[src/rtl/i2c_gpio_target_pkg.sv]
// Shared types and constants for the I2C GPIO expander target.
package i2c_gpio_target_pkg;

   typedef enum logic [3:0] {
      StIdle,
      StAddr,
      StAddrAck,
      StRegPtr,
      StPtrAck,
      StWrData,
      StWrAck,
      StRdData,
      StRdAck,
      StIgnore
   } i2c_state_e;

   // Register map (pointer values)
   localparam logic [2:0] REG_IN0  = 3'd0;
   localparam logic [2:0] REG_IN1  = 3'd1;
   localparam logic [2:0] REG_OUT0 = 3'd2;
   localparam logic [2:0] REG_OUT1 = 3'd3;
   localparam logic [2:0] REG_POL0 = 3'd4;
   localparam logic [2:0] REG_POL1 = 3'd5;
   localparam logic [2:0] REG_CFG0 = 3'd6;
   localparam logic [2:0] REG_CFG1 = 3'd7;

   // Reset values
   localparam logic [7:0] OUT_RST = 8'hFF;
   localparam logic [7:0] POL_RST = 8'h00;
   localparam logic [7:0] CFG_RST = 8'hFF;

   // Pointer auto-advance stays within a register pair (0<->1, 2<->3, ...)
   function automatic logic [2:0] pair_next(input logic [2:0] ptr);
      return {ptr[2:1], ~ptr[0]};
   endfunction

endpackage

[src/rtl/i2c_gpio_target_bus_sync.sv]
// SCL/SDA synchronizers with edge, START and STOP detection.
module i2c_gpio_target_bus_sync (
   input  logic clk_i,
   input  logic rst_ni,
   input  logic scl_i,
   input  logic sda_i,
   output logic sda_o,
   output logic scl_rise_o,
   output logic scl_fall_o,
   output logic start_o,
   output logic stop_o
);

   logic [1:0] scl_sync_q, sda_sync_q;
   logic       scl_hist_q, sda_hist_q;

   // Two-flop synchronizers plus one history flop; idle bus reads as high
   always_ff @(posedge clk_i or negedge rst_ni) begin
      if (!rst_ni) begin
         scl_sync_q <= 2'b11;
         sda_sync_q <= 2'b11;
         scl_hist_q <= 1'b1;
         sda_hist_q <= 1'b1;
      end else begin
         scl_sync_q <= {scl_sync_q[0], scl_i};
         sda_sync_q <= {sda_sync_q[0], sda_i};
         scl_hist_q <= scl_sync_q[1];
         sda_hist_q <= sda_sync_q[1];
      end
   end

   assign sda_o      = sda_sync_q[1];
   assign scl_rise_o = scl_sync_q[1] & ~scl_hist_q;
   assign scl_fall_o = ~scl_sync_q[1] & scl_hist_q;
   // SCL must be high in both samples so an SCL edge is never mistaken for START/STOP
   assign start_o    = scl_sync_q[1] & scl_hist_q & sda_hist_q & ~sda_sync_q[1];
   assign stop_o     = scl_sync_q[1] & scl_hist_q & ~sda_hist_q & sda_sync_q[1];

endmodule

[src/rtl/i2c_gpio_target.sv]
// I2C target emulating a 16-bit PCA9535-style GPIO expander.
module i2c_gpio_target
   import i2c_gpio_target_pkg::*;
#(
   parameter logic [6:0] I2C_ADR    = 7'h20,
   parameter bit         INT_ENABLE = 1'b1
) (
   input  logic        i_clk,
   input  logic        i_reset_n,
   input  logic        i_scl,
   input  logic        i_sda,
   output logic        o_sda_oe,
   input  logic [15:0] i_gpio,
   output logic [15:0] o_gpio,
   output logic [15:0] o_gpio_oe,
   output logic        o_int_n,
   output logic        o_busy
);

   logic sda_s, scl_rise, scl_fall, start_det, stop_det;

   i2c_gpio_target_bus_sync u_bus_sync (
      .clk_i      (i_clk),
      .rst_ni     (i_reset_n),
      .scl_i      (i_scl),
      .sda_i      (i_sda),
      .sda_o      (sda_s),
      .scl_rise_o (scl_rise),
      .scl_fall_o (scl_fall),
      .start_o    (start_det),
      .stop_o     (stop_det)
   );

   i2c_state_e  state_q;
   logic [7:0]  shift_q;
   logic [6:0]  tx_q;      // remaining read bits after the one on the bus
   logic [3:0]  cnt_q;
   logic [2:0]  ptr_q;
   logic        rw_q;
   logic        mack_q;    // master ACK bit, 0 = ACK
   logic        sda_oe_q;
   logic        busy_q;
   logic [7:0]  out_q [2];
   logic [7:0]  pol_q [2];
   logic [7:0]  cfg_q [2];
   logic [15:0] gpio_meta_q, gpio_s_q;
   logic [15:0] int_lat_q, int_lat_d;
   logic        int_n_q;

   logic [15:0] in_reg;
   logic [2:0]  rd_ptr;
   logic [7:0]  rd_byte;
   logic        rd_load;

   // Pin input synchronizer
   always_ff @(posedge i_clk or negedge i_reset_n) begin
      if (!i_reset_n) begin
         gpio_meta_q <= '0;
         gpio_s_q    <= '0;
      end else begin
         gpio_meta_q <= i_gpio;
         gpio_s_q    <= gpio_meta_q;
      end
   end

   // Read-data mux; an ACKed read fetches the other register of the pair
   always_comb begin
      in_reg  = gpio_s_q ^ {pol_q[1], pol_q[0]};
      rd_ptr  = (state_q == StRdAck) ? pair_next(ptr_q) : ptr_q;
      rd_byte = 8'h00;
      unique case ({rd_ptr[2:1], 1'b0})
         REG_IN0:  rd_byte = rd_ptr[0] ? in_reg[15:8] : in_reg[7:0];
         REG_OUT0: rd_byte = out_q[rd_ptr[0]];
         REG_POL0: rd_byte = pol_q[rd_ptr[0]];
         REG_CFG0: rd_byte = cfg_q[rd_ptr[0]];
         default:  rd_byte = 8'h00;
      endcase
      // Same condition under which the FSM loads tx_q below
      rd_load = scl_fall && !start_det && !stop_det &&
                ((state_q == StAddrAck && rw_q) || (state_q == StRdAck && !mack_q));
   end

   // Protocol FSM with shift register, bit counter, pointer and register file
   always_ff @(posedge i_clk or negedge i_reset_n) begin
      if (!i_reset_n) begin
         state_q  <= StIdle;
         shift_q  <= '0;
         tx_q     <= '0;
         cnt_q    <= '0;
         ptr_q    <= REG_IN0;
         rw_q     <= 1'b0;
         mack_q   <= 1'b1;
         sda_oe_q <= 1'b0;
         busy_q   <= 1'b0;
         out_q[0] <= OUT_RST;
         out_q[1] <= OUT_RST;
         pol_q[0] <= POL_RST;
         pol_q[1] <= POL_RST;
         cfg_q[0] <= CFG_RST;
         cfg_q[1] <= CFG_RST;
      end else if (stop_det) begin
         state_q  <= StIdle;
         sda_oe_q <= 1'b0;
         busy_q   <= 1'b0;
      end else if (start_det) begin
         // Also covers repeated START; pointer is retained
         state_q  <= StAddr;
         cnt_q    <= '0;
         sda_oe_q <= 1'b0;
      end else begin
         unique case (state_q)
            StAddr: begin
               if (scl_rise) begin
                  shift_q <= {shift_q[6:0], sda_s};
                  cnt_q   <= cnt_q + 4'd1;
               end else if (scl_fall && cnt_q == 4'd8) begin
                  if (shift_q[7:1] == I2C_ADR) begin
                     state_q  <= StAddrAck;
                     sda_oe_q <= 1'b1;
                     busy_q   <= 1'b1;
                     rw_q     <= shift_q[0];
                  end else begin
                     state_q <= StIgnore;
                     busy_q  <= 1'b0;
                  end
               end
            end
            StAddrAck: begin
               if (scl_fall) begin
                  cnt_q <= '0;
                  if (rw_q) begin
                     state_q  <= StRdData;
                     tx_q     <= rd_byte[6:0];
                     sda_oe_q <= ~rd_byte[7];
                  end else begin
                     state_q  <= StRegPtr;
                     sda_oe_q <= 1'b0;
                  end
               end
            end
            StRegPtr: begin
               if (scl_rise) begin
                  shift_q <= {shift_q[6:0], sda_s};
                  cnt_q   <= cnt_q + 4'd1;
               end else if (scl_fall && cnt_q == 4'd8) begin
                  state_q  <= StPtrAck;
                  sda_oe_q <= 1'b1;
                  ptr_q    <= shift_q[2:0];
               end
            end
            StPtrAck, StWrAck: begin
               if (scl_fall) begin
                  state_q  <= StWrData;
                  sda_oe_q <= 1'b0;
                  cnt_q    <= '0;
               end
            end
            StWrData: begin
               if (scl_rise) begin
                  shift_q <= {shift_q[6:0], sda_s};
                  cnt_q   <= cnt_q + 4'd1;
               end else if (scl_fall && cnt_q == 4'd8) begin
                  state_q  <= StWrAck;
                  sda_oe_q <= 1'b1;
                  ptr_q    <= pair_next(ptr_q);
                  unique case ({ptr_q[2:1], 1'b0})
                     REG_OUT0: out_q[ptr_q[0]] <= shift_q;
                     REG_POL0: pol_q[ptr_q[0]] <= shift_q;
                     REG_CFG0: cfg_q[ptr_q[0]] <= shift_q;
                     default: ;  // input registers are read-only; byte still ACKed
                  endcase
               end
            end
            StRdData: begin
               if (scl_rise) begin
                  cnt_q <= cnt_q + 4'd1;
               end else if (scl_fall) begin
                  if (cnt_q == 4'd8) begin
                     state_q  <= StRdAck;
                     sda_oe_q <= 1'b0;
                  end else begin
                     sda_oe_q <= ~tx_q[6];
                     tx_q     <= {tx_q[5:0], 1'b0};
                  end
               end
            end
            StRdAck: begin
               if (scl_rise) begin
                  mack_q <= sda_s;
               end else if (scl_fall) begin
                  if (!mack_q) begin
                     state_q  <= StRdData;
                     ptr_q    <= rd_ptr;
                     tx_q     <= rd_byte[6:0];
                     sda_oe_q <= ~rd_byte[7];
                     cnt_q    <= '0;
                  end else begin
                     state_q  <= StIgnore;
                     sda_oe_q <= 1'b0;
                  end
               end
            end
            default: ;  // StIdle, StIgnore: wait for START/STOP
         endcase
      end
   end

   // Interrupt reference updates when an input port is loaded for reading
   always_comb begin
      int_lat_d = int_lat_q;
      if (rd_load && rd_ptr == REG_IN0) int_lat_d[7:0]  = gpio_s_q[7:0];
      if (rd_load && rd_ptr == REG_IN1) int_lat_d[15:8] = gpio_s_q[15:8];
   end

   // Interrupt: any synced input differing from its last-read value
   always_ff @(posedge i_clk or negedge i_reset_n) begin
      if (!i_reset_n) begin
         int_lat_q <= '0;
         int_n_q   <= 1'b1;
      end else begin
         int_lat_q <= int_lat_d;
         int_n_q   <= ~(INT_ENABLE && (gpio_s_q != int_lat_d));
      end
   end

   assign o_sda_oe  = sda_oe_q;
   assign o_gpio    = {out_q[1], out_q[0]};
   assign o_gpio_oe = ~{cfg_q[1], cfg_q[0]};
   assign o_int_n   = int_n_q;
   assign o_busy    = busy_q;

endmodule

[config.mk]
export PLATFORM = sky130hd
export DESIGN_NAME = i2c_gpio_target
export DESIGN_NICKNAME = d
export VERILOG_FILES = /design/src/rtl/i2c_gpio_target_pkg.sv /design/src/rtl/i2c_gpio_target_bus_sync.sv /design/src/rtl/i2c_gpio_target.sv
export SDC_FILE = /design/constraint.sdc
export NUM_CORES = 1
export LEC_CHECK = 0
export BUFFER_PORTS_ARGS = -buffer_cell sky130_fd_sc_hd__clkbuf_2
export CAP_MARGIN = 15
export CORE_MARGIN = 2
export CORE_UTILIZATION = 60
export DETAILED_ROUTE_END_ITERATION = 16
export HOLD_SLACK_MARGIN = 0.08
export PLACE_DENSITY = 0.83
export SETUP_SLACK_MARGIN = 0.4
export SLEW_MARGIN = 20
export SYNTH_ARGS = -nofsm -noshare
export SYNTH_HDL_FRONTEND = slang
export SYNTH_SLANG_ARGS = --single-unit
export TNS_END_PERCENT = 5
[constraint.sdc]
create_clock -name i_clk -period 5.1 [get_ports i_clk]
set_input_delay 0.255 -clock i_clk [delete_from_list [all_inputs] [get_ports i_clk]]
set_output_delay 0.255 -clock i_clk [all_outputs]
set_load 0.02 [all_outputs]
* After elaboration in Yosys (flattened, before gate mapping)
Index checks and enable logic that the tools add are counted.
Word-level totals: word-level logic and storage cells 230, output and inout port bits 35, bits of input ports 20, register bits after elaboration 133
Cells by class: bitwise operators 23, muxes and demuxes 85, add/subtract/negate cells 1, magnitude comparators 3, eq/ne operators 53, reductions and logical operators 41
Operators by type and width (number):
- $mux W8 | 13
- $mux W4 | 23
- $mux W7 | 8
- $ne A4 B4 Y1 const B | 14
- $bwmux W16 | 3
- $pmux W8 S4 | 1
- $pmux W4 S7 | 1
- $mux W1 | 25
- $ne A2 B2 Y1 const B | 12
- $reduce_and A6 Y1 | 4
- $pmux W7 S3 | 1
- $mux W3 | 6
- $eq A4 B3 Y1 const B | 4
- $ne A16 B16 Y1 | 1
- $not A16 Y16 | 1
- $xor A16 B16 Y16 | 1
- $reduce_and A14 Y1 | 1
- $not A1 Y1 | 12
- $pmux W4 S3 | 1
- $reduce_and A12 Y1 | 1
- $reduce_and A4 Y1 | 3
- $reduce_and A11 Y1 | 1
- $reduce_and A10 Y1 | 1
- $logic_and A1 B1 Y1 | 9
- 34 further kinds | 59

* Logic depth before layout (Yosys ltp)
Gate-level depths: netlist of the first run.
word-level depth 14, gate-level depth with buffers 13, depth with buffers taken out 10

* Cells and area by module
From an unflattened synthesis of the first run, not the netlist that was laid out.
Second synthesis, totals: cells, all modules 544, area total of the unflattened synthesis 6388.6 um2
By module, submodules not included:
- i2c_gpio_target | times used 1, area an instance 6198.4 um2, sequential area each 3220.6 um2, cells each 534
- i2c_gpio_target_bus_sync | times used 1, area an instance 190.2 um2, sequential area each 157.7 um2, cells each 10

* Worst setup path before layout of the first run
No wires, ideal clock.
kind reg2reg, start point reg state_q[1], end point reg int_lat_q[10], path buffers 3, clock period less this slack 2950 ps, stages on the path, launching flop included 11, data required time 4975 ps, setup time 125 ps, setup slack 2150 ps, arrival time 2825 ps, path through dfrtp_1 buf_6 or3b_4 or2_4 clkinv_4 ha_1 clkbuf_1 buf_2 nor3_1 nand2_1 mux2_2
On the way: cells in the longest elaborated chain, start to end 6, elaborated cells on any way between the ends 10, classes of those cells eq/ne: 3; mux: 2; reduce/logical: 5
RTL lines:
- start, declared | RTL line i2c_gpio_target.sv:34 | i2c_state_e state_q;
- start signal, assigned | RTL line i2c_gpio_target.sv:86 | state_q <= StIdle;
- start signal, assigned | RTL line i2c_gpio_target.sv:102 | state_q <= StIdle;
- start signal, assigned | RTL line i2c_gpio_target.sv:107 | state_q <= StAddr;
- parallel branches: the longest is 4 deep, another holds $eq A4 B4 Y1
- $logic_and A1 B1 Y1 * | RTL line i2c_gpio_target.sv:212 | if (rd_load && rd_ptr == REG_IN1) int_lat_d[15:8] = gpio_s_q[15:8];
- $mux W8 * | RTL line i2c_gpio_target.sv:212
- named net int_lat_d[10] | RTL line i2c_gpio_target.sv:47 | logic [15:0] int_lat_q, int_lat_d;
- end signal, assigned | RTL line i2c_gpio_target.sv:221 | int_lat_q <= int_lat_d;
- end, declared | RTL line i2c_gpio_target.sv:47
Mark *: on every way through the listed nets, which the timed path passes. A chain may end at the register's enable or synchronous reset.

* Final worst setup path of the first run
start point reg state_q[1], end point reg int_lat_q[7]
On the way: cells in the longest elaborated chain, start to end 6, elaborated cells on any way between the ends 10, classes of those cells eq/ne: 2; mux: 2; reduce/logical: 6
RTL lines:
- parallel branches: the longest is 4 deep, another holds $eq A4 B4 Y1
- $logic_and A1 B1 Y1 * | RTL line i2c_gpio_target.sv:211 | if (rd_load && rd_ptr == REG_IN0) int_lat_d[7:0] = gpio_s_q[7:0];
- $mux W8 * | RTL line i2c_gpio_target.sv:211
- named net int_lat_d[7] | RTL line i2c_gpio_target.sv:47
Marks and branches as above.

==> reports/summary.txt, run 1 <==
Post-CTS Setup Inserts -> 0
Worst EP arrival -> 4.27 ns
DRT Wirelength -> 15600 microns
DR top layer -> met4
Combinational share of power -> 0.230
Count of pins over their slew limit -> 0
Unrepaired setup endpoints after global routing -> false
Clk pin slew, worst setup/hold paths -> 0.06 ns
WS Path Type -> flip-flop to flip-flop
Drt initial violations -> 451
Die Wd -> 105 microns
WL/cell -> 21.2 microns
Io pins -> 55
Fin crit share -> 0.755
Internal power -> 0.00236 W
Rel. slew slack -> 0.318
H-Tree Depth -> 4
Syn Nets -> 542
Seq cells post-synth -> 133
Inserted Clock Buffers -> 17
Critical Path RT -> 5.52 ns
CP peak stage delay -> 0.81 ns
Register area share after synthesis -> 0.547
Mapped Cells -> 519
Drt first pass iters -> 5
Synth warnings -> 0
GPL Wtd Cong -> 0.937
Clock network fraction of total power -> 0.354
Die area -> 11100 sq um
Top cells by area, synth -> dfrtp_1, dfstp_2, mux2_2
Worst path slowest cell -> ha_1
Switching Fraction -> 0.336
CTS Sinks -> 133
Clock Latency Late Sink -> 0.54 ns
Worst min path class -> flip-flop to flip-flop
Clock buffer depth -> 2
Initial antenna violation count -> 0
Share of cells above drive strength 1 -> 0.352
GRT Util Overall -> 0.299
Met3 Routed Length -> 914 microns
Post-route setup TNS -> 0 ns
Number of global-route vias before repair -> 4656
Mapped cell area -> 6180 sq um
CTS tree -> yes
Fmax -> 260 MHz
Gr ovfl total -> 0
Routed Antenna Nets -> 0
Port Buffer Count -> 54
Endpoint type of the worst setup path -> flip-flop
# nets final -> 612
Most common cell in the netlist -> dfrtp_1
P&R area growth vs syn -> 18.7%
PwrDens -> 484 nW/um^2
Switching Power -> 0.00119 W
Post-route cell area -> 7330 sq um
Core area -> 10100 sq um
Outcome -> complete, no violations
Vias/cell -> 6.16
First-pass GRT wire length -> 24900 microns
Detailed placement HPWL -> 9700 microns
Area share of the largest cell type after synthesis -> 0.377
MaxCap Viol Count -> 0
CP Max Fanout -> 24
Initial Utilization -> 0.609
M1 WL -> 6190 microns
Vias -> 4548
Placed Area -> 6530 sq um
Die Y -> 105 microns
Worst VDD drop -> 0.000333 V
Pin count of the biggest net entering global routing -> 69
Yosys cell types -> 63
Final setup vio count -> 0
Cell Rows -> 37
Sequential power share -> 0.416
Asr flop ratio synth -> 1.00
Main synth FF type -> dfrtp_1
Mean post-synth cell area -> 11.9 sq um
Ant. Diodes -> 0
Root Buffer -> clkbuf_8
Largest area contributor in the netlist -> dfrtp_1
Worst Max-Slew Pin Slew -> 1.02 ns
Synth cell count leaders -> dfrtp_1, mux2_2, dfstp_2, nand2_1, o21ai_0
EDFF count, synth -> 0
Drc violations -> 0
Final Hold Vio Count -> 0
Crit-path cells -> or3b_4, or2_4, clkinv_4, ha_1, nand2b_1, nor2_1, nand2_1, mux2_2
CP Launch Type -> flip-flop
Met2 WL post-DR -> 7760 microns
Period minus WS final -> 3.85 ns
Leak pwr -> 3.35 nW
Clk_skew -> 0.00777 ns
[through the flow]
stage                     hold slack, ns  utilization  total power (W)  std cells  worst slack [ns]
after global routing               0.334        0.723          0.00372        738              1.05
final                              0.346        0.723          0.00355        738              1.25
after detailed placement           0.335        0.644          0.00226        687              1.38
after global placement             0.332        0.644          0.00222        687              1.50
after CTS                          0.337        0.723          0.00355        738              1.30
after floorplan                  -0.0406            -          0.00205        519              2.15
[timing repair]
item | in CTS | in global routing
resized for setup | 0 | 0
hold endpoints to repair | 64 | 0
hold buffers | 19 | 0
setup endpoints to repair | 0 | 0
[logic make-up after synthesis]
logic type,synth area share
DFF,0.547
buffers and inverters,0.0316
and+or+nand+nor,0.0964
muxes,0.172
AOI/OAI and AO/OA,0.0988
xor gates and xnor gates,0.0482
adders and majority gates,0.00608
[path summary, 6_finish.rpt]
| path | from | endpoint | slack (ns) | cells after the start |
|---|---|---|---|---|
| min | gpio_meta_q[6] | gpio_s_q[6] | 0.35 | 0 |
| min in group asynchronous | i_reset_n | gpio_s_q[9] | 0.38 | 2 |
| max in group asynchronous | i_reset_n | shift_q[6] | 3.37 | 3 |
| min reg2reg | gpio_meta_q[6] | gpio_s_q[6] | 0.35 | 0 |
| max reg2reg | state_q[1] | int_lat_q[7] | 1.25 | 8 |
| max | state_q[1] | int_lat_q[7] | 1.25 | 8 |
[area by class of cell]
type | count | area [sq um]
multi-input combinational | 339 | 2610
fill | 674 | 2800
clock inverter | 13 | 173
inverter | 24 | 95.1
clock buffer | 19 | 442
sequential | 133 | 3380
tap | 136 | 170
timing repair buffer | 74 | 470
[metal layers]
metal,GRT usage,vias to the layer above
li1,-,1994
met5,0,-
met1,0.367,2286
met4,0.181,0
met2,0.469,205
met3,0.0866,63
[power groups by stage]
stage / Sequential, W / Clock [W] / Combinational (W)
after global placement: 0.00146 / 0 / 0.000757
after floorplan: 0.00131 / 0 / 0.000736
after detailed placement: 0.00148 / 0 / 0.000782
final: 0.00148 / 0.00126 / 0.000816
after CTS: 0.00147 / 0.00127 / 0.000806
after global routing: 0.00150 / 0.00133 / 0.000892
[registers in the layout, summed over array words and instances, names as in the netlist, 7 cells and up]
register,count
o_gpio,16
shift_q,8
pol_q,16
int_lat_q,16
gpio_s_q,16
gpio_meta_q,16
cfg_q,16
tx_q,7
[cells in the final DEF, fill, tap and decap left out, drive strengths merged, types with 12 or more instances in the layout]
master and count:
nand2 40, dfstp 40, dfrtp 93, clkbuf 72
dlygate4sd3 19, mux2 71, a21oi 12, mux2i 15
inv 25, o21ai 32, xor2 26, nor2 25
[critical path: cells and delay by family (launching register included)]
kind                       cells  cell delay, ns
buffers and inverters          1            0.09
adders and majority gates      1            0.81
DFF                            1            0.59
muxes                          1            0.41
and+or+nand+nor                5            1.81
(Power assumes the default switching activity.)
==> run 2, diff against run 1 <==
ABC_AREA = 1   (was unset)
clock period = 3.6 ns   (was 5.1 ns; I/O delays follow)
==> run 2 against run 1 <==
Against the previous run: count of clock-buffer cells in the layout is 2 lower; hold slack worse by 0.062 ns; sequential share of layout area is 0.30 points lower; sequential power is 27% higher; first-iteration DRC count is 18% lower; global-route usage is 1.4 points higher; via count is 19% higher; synthesized cell count is 43% higher; critical path type unchanged; largest power group unchanged.
==> reports/summary.txt, run 2 <==
CTS Sinks -> 133
Leak pwr -> 3.42 nW
Worst Max-Slew Pin Slew -> 0.970 ns
PwrDens -> 684 nW/um^2
Most frequent cells in the layout -> nand2_1, o21ai_0, inv_1
EDFF count, synth -> 0
Combinational share of power -> 0.319
Switching Power -> 0.00200 W
Routed Antenna Nets -> 0
Multiplexer share of the synthesized area -> 0
CTS tree -> yes
Period minus WS final -> 2.98 ns
Io pins -> 55
Post-route setup TNS -> 0 ns
Final hold slack -> 0.283 ns
Final Hold Vio Count -> 0
Worst VDD drop -> 0.000513 V
DRT Wirelength -> 16500 microns
Number of global-route vias before repair -> 5250
Root Buffer -> clkbuf_8
Initial Utilization -> 0.614
Yosys cell types -> 39
CP Launch Type -> flip-flop
GRT Util Overall -> 0.313
# nets final -> 840
Clock network fraction of total power -> 0.309
Vias/cell -> 5.60
Detailed placement HPWL -> 11400 microns
Simple-Gate Fraction of Synth Area -> 0.217
Reg-to-Reg End -> tx_q[5]
Worst EP arrival -> 3.36 ns
Synth warnings -> 0
Vias -> 5407
Fin crit share -> 0.828
Gr ovfl total -> 0
Total chip power -> 0.00505 W
Mapped Cells -> 743
Area share of the largest cell type after synthesis -> 0.370
Top cells by area, synth -> dfrtp_1, dfstp_2, nand2_1
Die Wd -> 106 microns
Critical Path RT -> 3.98 ns
Final Instance Count excl. Fillers -> 966
Switching Fraction -> 0.396
Share of cells above drive strength 1 -> 0.180
Main combinational cell family by area after synthesis -> simple AND/OR/NAND/NOR gates
Inserted Clock Buffers -> 17
Leading cell type in the layout, fill and taps excluded -> nand2_1
Unrepaired setup endpoints after global routing -> true
Die area -> 11300 sq um
Synth Area in Compound Gates -> 0.132
Adder-cell share of the synthesized area -> 0.00597
P&R area growth vs syn -> 17.5%
Main synth FF type -> dfrtp_1
Initial antenna violation count -> 0
Outcome -> complete, no violations
Register area share after synthesis -> 0.538
WS Path Type -> flip-flop to flip-flop
Core area -> 10200 sq um
Worst R2R Start -> state_q[0]
Clk pin slew, worst setup/hold paths -> 0.06 ns
Drt initial violations -> 368
Mapped cell area -> 6280 sq um
Post-synthesis xor/xnor area fraction -> 0.0251
Syn Nets -> 766
H-Tree Depth -> 4
Ant. Diodes -> 0
R2R Setup Slk -> 0.62 ns
Reg2Reg Depth -> 11
Clock buffer depth -> 2
Largest area contributor in the netlist -> dfrtp_1
Die Y -> 106 microns
Final setup vio count -> 0
Asr flop ratio synth -> 1.00
Placed Instances -> 915
Sequential power share -> 0.372
Pin count of the biggest net entering global routing -> 78
Synth cell count leaders -> nand2_1, o21ai_0, inv_1, dfrtp_1, nand3_1
Drt first pass iters -> 5
Port Buffer Count -> 54
Hold Startpoint -> i_sda
WL/cell -> 17.1 microns
Count of pins over their slew limit -> 0
Worst min path class -> input port to flip-flop
GPL Wtd Cong -> 0.919
CP Max Fanout -> 28
Filler cells -> 774
Mean post-synth cell area -> 8.46 sq um
Most common cell in the netlist -> nand2_1
Hold Path Sink -> u_bus_sync.sda_sync_q[0]
Seq cells post-synth -> 133
Final design utilization -> 0.722
Drc violations -> 0
Endpoint type of the worst setup path -> flip-flop
Fmax -> 336 MHz
WHS Path Cells -> 2
MaxCap Viol Count -> 0
First-pass GRT wire length -> 26500 microns
Cell Rows -> 37
Rel. slew slack -> 0.353
Clk_skew -> 0.00847 ns
Clock Latency Late Sink -> 0.53 ns
Internal power -> 0.00305 W
[run 2: cell types whose count changed after synthesis, sizes merged, moves of 15 or more]
| cell | change |
|---|---|
| nand2 | +140 |
| inv | +86 |
| o21ai | +81 |
| mux2 | -71 |
| nand3 | +49 |
| mux2i | -15 |
| nor2 | +15 |
| xor2 | -15 |
[run 2: how the worst max path moves through the flow]
| stage | start | to | slack (ns) | cells after the start |
|---|---|---|---|---|
| 2_1_floorplan | state_q[0] | tx_q[3] | 1.33 | 12 |
| 3_3_place_gp | state_q[0] | tx_q[4] | 0.73 | 11 |
| 3_5_place_dp | state_q[0] | o_int_n | 0.69 | 14 |
| 4_1_cts | state_q[0] | o_int_n | 0.65 | 14 |
| 5_1_grt | state_q[3] | tx_q[4] | 0.35 | 12 |
| 6_report | state_q[0] | tx_q[5] | 0.62 | 11 |
[run 2: final cells by class]
| cell class | instances | area (sq um) | share of cell area |
|---|---|---|---|
| flip-flops and latches | 133 | 3380 | 0.458 |
| multi-input cells | 481 | 2400 | 0.325 |
| repair buffers | 75 | 490 | 0.0664 |
| clock buffers | 17 | 414 | 0.0561 |
| inverters | 109 | 409 | 0.0554 |
| well taps | 136 | 170 | 0.0230 |
| clock inverters | 15 | 119 | 0.0161 |
[run 2: kinds of logic (layout without fill, tap and decap cells)]
kind of cell,after synthesis,count (layout)
adders and majority gates,3,3
xor gates and xnor gates,18,18
DFF,133,133
buffers and inverters,129,216
AOI/OAI and AO/OA,155,155
and+or+nand+nor,305,305
[run 2: routing by layer]
layer | vias up | GRT usage | wire (microns)
met4 | 0 | 0.156 | 619
li1 | 2555 | - | -
met3 | 47 | 0.0674 | 921
met2 | 231 | 0.514 | 8210
met5 | - | 0 | 0
met1 | 2574 | 0.392 | 6750
[run 2: repair_timing]
item	in CTS	in global routing
buffers inserted	0	0
hold buffers	19	0
gates resized for setup	0	1
setup endpoints to repair	0	3
hold endpoints to repair	75	0
[run 2: worst max-delay path, cell delays in order, from the launching register on]
cell and delay, ns:
dfrtp_1 0.45, nor2_1 0.20, nand2_2 0.11, inv_2 0.15, ha_1 0.27, buf_4 0.23, inv_1 0.48, o21ai_0 0.20
a221oi_1 0.42, nand3_1 0.15, nand3_1 0.10, o21ai_0 0.08
[run 2: stage by stage]
stage	area (sq um)	setup WS, ns
2_1_floorplan	6280	1.33
3_3_place_gp	6650	0.727
3_5_place_dp	6650	0.687
4_1_cts	7370	0.653
5_1_grt	7380	0.346
6_report	7380	0.619
[run 2: power by group through the flow]
stage | Combinational (W) | Clock, W | Sequential [W]
finish | 0.00161 | 0.00156 | 0.00188
global route | 0.00180 | 0.00165 | 0.00190
CTS | 0.00157 | 0.00158 | 0.00187
detailed placement | 0.00155 | 0 | 0.00189
global placement | 0.00151 | 0 | 0.00188
floorplan | 0.00116 | 0 | 0.00185
